$ cat src/rtl/vdp_scandbl_ctrl.sv
// vdp_scandbl_ctrl: scan-doubler controller for the VDP VGA path.
// Writes one source line into bank EVENODD of a double-buffered line memory while the
// other bank is read out twice at the VGA line rate. Read data is registered into
// blanked VGA RGB with HSYNC and DE, all with a 2-clock delay from the read counter.
// Optional build macro: VDP_SCANDBL_SCANLINE_EN halves the colour of the second repeat.
module vdp_scandbl_ctrl #(
  parameter int unsigned H_TOTAL  = 684,
  parameter int unsigned H_ACTIVE = 512,
  parameter int unsigned H_FP     = 16,
  parameter int unsigned H_SYNC   = 80
) (
  input  logic       CLK,
  input  logic       RESET,
  input  logic       SRC_LINE_START,
  input  logic       SRC_PIX_EN,
  input  logic [5:0] SRC_R,
  input  logic [5:0] SRC_G,
  input  logic [5:0] SRC_B,
  output logic [9:0] XPOSITIONW,
  output logic [9:0] XPOSITIONR,
  output logic       EVENODD,
  output logic       WE,
  output logic [5:0] DATARIN,
  output logic [5:0] DATAGIN,
  output logic [5:0] DATABIN,
  input  logic [5:0] DATAROUT,
  input  logic [5:0] DATAGOUT,
  input  logic [5:0] DATABOUT,
  output logic [5:0] VGA_R,
  output logic [5:0] VGA_G,
  output logic [5:0] VGA_B,
  output logic       VGA_HS,
  output logic       VGA_DE
);

  localparam int unsigned RCNT_W   = $clog2(H_TOTAL);
  localparam int unsigned WCNT_W   = 11;
  localparam int unsigned HS_START = H_ACTIVE + H_FP;
  localparam int unsigned HS_END   = H_ACTIVE + H_FP + H_SYNC;

`ifdef VDP_SCANDBL_SCANLINE_EN
  localparam bit SCANLINE = 1'b1;
`else
  localparam bit SCANLINE = 1'b0;
`endif

  // Reject timing sets that do not fit a line or exceed the 10-bit buffer address.
  if ((H_ACTIVE + H_FP + H_SYNC > H_TOTAL) || (H_ACTIVE > 1024)) begin : g_cfg_check
    $error("vdp_scandbl_ctrl: invalid horizontal timing parameters");
  end

  // Write side state
  logic [WCNT_W-1:0] wcnt_q, wcnt_d;
  logic              we_q, we_d;
  logic              eo_q, eo_d;
  logic [9:0]        xw_q, xw_d;
  logic [5:0]        dr_q, dr_d, dg_q, dg_d, db_q, db_d;

  // Read side and output pipeline state
  logic [RCNT_W-1:0] rcnt_q, rcnt_d;
  logic              half_q, half_d;
  logic [9:0]        xr_q, xr_d;
  logic              act1_q, act1_d;
  logic              half1_q, half1_d;
  logic              hs1_q, hs1_d;
  logic              de_q, de_d;
  logic              hs_q, hs_d;
  logic [5:0]        vr_q, vr_d, vg_q, vg_d, vb_q, vb_d;

  // Write address/data generation and bank swap on each source line start.
  always_comb begin
    wcnt_d = wcnt_q;
    we_d   = 1'b0;
    eo_d   = eo_q;
    xw_d   = xw_q;
    dr_d   = dr_q;
    dg_d   = dg_q;
    db_d   = db_q;
    if (SRC_LINE_START) begin
      wcnt_d = '0;
      eo_d   = ~eo_q;
    end else if (SRC_PIX_EN && (32'(wcnt_q) < H_ACTIVE)) begin
      we_d   = 1'b1;
      xw_d   = wcnt_q[9:0];
      dr_d   = SRC_R;
      dg_d   = SRC_G;
      db_d   = SRC_B;
      wcnt_d = wcnt_q + WCNT_W'(1);
    end
  end

  // Free-running read counter with resync on source line start; 2-stage output pipeline.
  always_comb begin
    rcnt_d = rcnt_q + RCNT_W'(1);
    half_d = half_q;
    if (SRC_LINE_START) begin
      rcnt_d = '0;
      half_d = 1'b0;
    end else if (32'(rcnt_q) == H_TOTAL - 1) begin
      rcnt_d = '0;
      half_d = ~half_q;
    end
    xr_d    = (32'(rcnt_d) < H_ACTIVE) ? 10'(rcnt_d) : 10'd0;
    act1_d  = (32'(rcnt_q) < H_ACTIVE);
    half1_d = half_q;
    hs1_d   = !((32'(rcnt_q) >= HS_START) && (32'(rcnt_q) < HS_END));
    de_d    = act1_q;
    hs_d    = hs1_q;
    vr_d    = '0;
    vg_d    = '0;
    vb_d    = '0;
    if (act1_q) begin
      if (SCANLINE && half1_q) begin
        vr_d = {1'b0, DATAROUT[5:1]};
        vg_d = {1'b0, DATAGOUT[5:1]};
        vb_d = {1'b0, DATABOUT[5:1]};
      end else begin
        vr_d = DATAROUT;
        vg_d = DATAGOUT;
        vb_d = DATABOUT;
      end
    end
  end

  // State registers with synchronous reset.
  always_ff @(posedge CLK) begin
    if (RESET) begin
      wcnt_q  <= '0;
      we_q    <= 1'b0;
      eo_q    <= 1'b0;
      xw_q    <= '0;
      dr_q    <= '0;
      dg_q    <= '0;
      db_q    <= '0;
      rcnt_q  <= '0;
      half_q  <= 1'b0;
      xr_q    <= '0;
      act1_q  <= 1'b0;
      half1_q <= 1'b0;
      hs1_q   <= 1'b1;
      de_q    <= 1'b0;
      hs_q    <= 1'b1;
      vr_q    <= '0;
      vg_q    <= '0;
      vb_q    <= '0;
    end else begin
      wcnt_q  <= wcnt_d;
      we_q    <= we_d;
      eo_q    <= eo_d;
      xw_q    <= xw_d;
      dr_q    <= dr_d;
      dg_q    <= dg_d;
      db_q    <= db_d;
      rcnt_q  <= rcnt_d;
      half_q  <= half_d;
      xr_q    <= xr_d;
      act1_q  <= act1_d;
      half1_q <= half1_d;
      hs1_q   <= hs1_d;
      de_q    <= de_d;
      hs_q    <= hs_d;
      vr_q    <= vr_d;
      vg_q    <= vg_d;
      vb_q    <= vb_d;
    end
  end

  assign XPOSITIONW = xw_q;
  assign XPOSITIONR = xr_q;
  assign EVENODD    = eo_q;
  assign WE         = we_q;
  assign DATARIN    = dr_q;
  assign DATAGIN    = dg_q;
  assign DATABIN    = db_q;
  assign VGA_R      = vr_q;
  assign VGA_G      = vg_q;
  assign VGA_B      = vb_q;
  assign VGA_HS     = hs_q;
  assign VGA_DE     = de_q;

endmodule

$ cat config.mk
export PLATFORM = sky130hd
export DESIGN_NAME = vdp_scandbl_ctrl
export DESIGN_NICKNAME = d
export VERILOG_FILES = /design/src/rtl/vdp_scandbl_ctrl.sv
export SDC_FILE = /design/constraint.sdc
export NUM_CORES = 1
export LEC_CHECK = 0
export CORE_MARGIN = 2
export CORE_UTILIZATION = 30
export CTS_BUF_LIST = sky130_fd_sc_hd__clkbuf_4
export DETAILED_ROUTE_END_ITERATION = 12
export PLACE_DENSITY_LB_ADDON = 0.3
export SLEW_MARGIN = 10
export SYNTH_ARGS = -nofsm -noshare
export SYNTH_HDL_FRONTEND = slang
export SYNTH_SLANG_ARGS = --single-unit
$ cat constraint.sdc
create_clock -name CLK -period 2 [get_ports CLK]
set_input_delay 0.2 -clock CLK [delete_from_list [all_inputs] [get_ports CLK]]
set_output_delay 0.2 -clock CLK [all_outputs]
set_load 0.01 [all_outputs]
==> results.md <==
- Status: completed
- Leak pwr: 1.52 nW
- Via count of the first global-routing pass: 2331
- Chip width: 102 um
- Clock root buffer master: clkbuf_4
- Placed insts: 532
- CTS sink cnt: 83
- Clock slew seen by the registers of the worst setup and hold paths: 0.13 ns
- Sum of met3 wire segment lengths after detailed routing: 660 um
- Number of remaining DRC errors: 0
- CP required: 2.32 ns
- Setup crit end kind: register
- Synthesized-area fraction occupied by adder cells: 1.30%
- H-tree lvl count: 3
- Aggregate global-route resource usage: 12.7%
- Most instantiated cells after synthesis: 83 x dfxtp_1, 63 x nand2_1, 28 x a21oi_1, 24 x nor2_1, 20 x and2_1
- Total wire length after detailed routing: 6550 um
- Placer Congestion: 0.795
- Routed length on met1: 2870 um
- Worst path cell trace: nand3_1 -> o31a_1 -> nor3_4 -> nor2b_1
- Highest fanout seen on the critical path: 8
- Number of unique standard cell types used by synthesis: 37
- Synthesized-area fraction occupied by ao, oa, aoi and oai cells: 6.48%
- Count of buffers from port buffering: 99
- Data arrival at the endpoint of the critical path: 1.96 ns
- Type of origin of the critical path: register
- TNS Setup: 0 ns
- Average routed wire per standard cell: 12.0 um
- Post CTS Setup Buffer Count: 0
- Share of synthesized cell area in and, or, nand and nor gates: 27.5%
- Top_reg_cell synth: dfxtp_1
- Number of inserted filler cells in the final layout: 961
- Share of power burned in combinational logic: 8.7%
- DRT antenna net count: 0
- CTS tree: built
- Insertion delay of the later-clocked pin in the worst-skew pair: 0.43 ns
- Class of the worst hold path: in -> reg
- Setup slack of the critical path after layout: 0.360 ns
- Post-layout instance count excluding filler cells: 547
- Post-synthesis cell type with the largest combined area: dfxtp_1
- Setup repair after global routing missed its margin: no
- Net load switching power: 683 uW
- Buffers plus inverters on the worst setup path: 0
- Post-cts gate resize count: 0
- Leading cell types by total area after synthesis: dfxtp_1 57%, nand2_1 8.2%, a21oi_1 4.8%, and2_1 4.3%, nor2_1 3.1%
- Multi-input gate area in the final layout: 1160 um^2
- DPL Wire Length: 4560 um
- Fmax: 610 MHz
- Share of layout cells above drive strength 1: 6.94%
- Reported max-cap violation count: 0
- Number of storage elements in the synthesis netlist: 83
- Total congestion overflow: 0
- CTS Hold Bufs: 0
- Total number of vias: 2404
- Clock tree buffer depth: 2
- Worst VDD drop: 384 uV
- Die height: 102 um
- Number of failing hold endpoints at the final stage: 0
- P per Cell Area: 753 nW/um^2
- Number of synthesized flops with an enable pin: 0
- Global-route wire length before repair: 10500 um
- Most frequent cell after synthesis: dfxtp_1
- Combinational family with the most area after synthesis: simple AND/OR/NAND/NOR gates
- Top metal layer carrying routed signals: met4
- Pin count of the biggest net entering global routing: 30
- CP peak stage delay: 0.49 ns
- Worst rel slew slack: 37.1%
- Time the final worst path needs with I/O delays and setup: 1.64 ns
- DRT iter0 DRCs: 39
- Post-placement worst setup slack: 0.175 ns
- Share of synthesized area spent on multiplexers: 0.346%
- Area of the core: 9280 um^2
- Post-Syn Instances: 310
- Share of the synthesized area in the top cell type: 57.4%
- Synth async-reset ratio: 0%
- Fraction of the yosys area taken by sequential cells: 57.4%
- Cell type group with the largest total delay on the critical path: simple AND/OR/NAND/NOR gates
- TritonCTS buffer count: 9
- Initial antenna violation count: 0
- Total Nets Final: 457
- Synthesized-area fraction occupied by xor and xnor cells: 4.24%
- Sw frac: 21.4%
- Mapped cell area: 2900 um^2
- Transition at the pin with the smallest max-transition slack: 0.941 ns
- Cell Int Power: 2.50 mW
- Pins over their slew limit: 0
- Placement Rows: 35
- IO Pins: 100
- Sequential share of power: 53.9%
- Count of endpoints failing setup in the final report: 0
- Path type of the worst setup path: reg -> reg
- Final Core Density: 45.6%
- Post-route clock period utilization: 82.0%
- Syn. warnings: 0
- Number of iterations in the first detailed-routing pass: 4
- Initial Utilization: 31.2%
- Relative contribution of the clock network to total power: 37.4%
- Synthesized Nets: 353
- Clk_skew: 0.00980 ns
- Antenna cell count: 0
- Detailed-route vias per instance: 4.39
- Post-layout total power: 3.18 mW
- Metal2 WL: 2990 um
- Crit path max-delay cell type: dfxtp_1
- Layout Area Growth over Synthesis: 46.2%
- Floorplan die area: 10500 um^2
- Synthesized area per cell: 9.34 um^2
- Sequential cell area: 1660 um^2
==> layout by cell type (no fill, tap or decap), types with 2 or more instances in the layout <==
| cell type | count |
|---|---|
| a21oi_1 | 28 |
| a31oi_1 | 3 |
| and2_1 | 20 |
| and3_1 | 5 |
| and4_1 | 3 |
| and4b_1 | 2 |
| buf_4 | 6 |
| bufinv_16 | 3 |
| clkbuf_4 | 10 |
| clkdlybuf4s50_1 | 99 |
| dfxtp_1 | 83 |
| ha_1 | 3 |
| inv_1 | 4 |
| nand2_1 | 63 |
| nand3_1 | 6 |
| nand4_1 | 4 |
| nor2_1 | 24 |
| nor2b_1 | 4 |
| nor3_1 | 10 |
| o21ai_0 | 2 |
| or2_2 | 2 |
| or3_1 | 2 |
| xnor2_1 | 7 |
| xor2_1 | 7 |
==> stage by stage <==
stage	area, um^2	hold WS, ns
final	4230	0.307
after floorplan	2900	0.322
after detailed placement	4050	0.402
after CTS	4230	0.287
after global placement	4050	0.403
after global routing	4230	0.272
==> path summary, 6_finish.rpt <==
kind | slack (ns) | to | from | cells past startpoint
worst max register to register | 0.36 | XPOSITIONR[3] | rcnt_q[2] | 4
worst min register to register | 0.43 | VGA_HS | hs1_q | 1
worst max-delay path | 0.36 | XPOSITIONR[3] | rcnt_q[2] | 4
worst min-delay path | 0.31 | DATAGIN[1] | SRC_G[1] | 3
==> power by group through the flow <==
stage          clock network (mW)  logic, mW  registers (mW)
2_1_floorplan                   0     0.0826            1.77
4_1_cts                      1.24      0.282            1.72
3_5_place_dp                    0      0.280            1.75
3_3_place_gp                    0      0.279            1.75
5_1_grt                      1.30      0.305            1.72
6_report                     1.19      0.277            1.72
==> per-layer routing <==
layer | vias to the layer above | track usage (%)
li1 | 1232 | -
met2 | 84 | 21.0
met5 | - | 0
met3 | 4 | 6.91
met1 | 1084 | 14.3
met4 | 0 | 3.08
==> logic make-up after synthesis <==
family,Yosys count
xor gates and xnor gates,14
AOI/OAI and AO/OA,35
other,1
buffers and inverters,17
DFF,83
adders and majority gates,3
muxes,1
and+or+nand+nor,156
==> area by class of cell <==
class                   instances  share of cell area, %
clock buffers                  10                   1.77
clock inverters                 5                   2.42
inverters                       4                  0.355
multi-input cells             210                   27.4
flip-flops and latches         83                   39.3
well taps                     129                   3.81
repair buffers                106                   25.0
==> state kept, by name, indices dropped and copies added, names as in the netlist <==
name / flops
wcnt_q: 11
VGA_R: 6
XPOSITIONR: 10
hs1_q: 1
EVENODD: 1
VGA_DE: 1
XPOSITIONW: 10
VGA_G: 6
DATABIN: 6
act1_q: 1
VGA_HS: 1
DATAGIN: 6
VGA_B: 6
WE: 1
DATARIN: 6
rcnt_q: 10
==> worst reg2reg max path, stage by stage (launching register included) <==
cell     delay, ns
dfxtp_1       0.49
nand3_1       0.21
o31a_1        0.38
nor3_4        0.36
nor2b_1       0.09
Note: power is estimated with default switching activity, not from simulation.
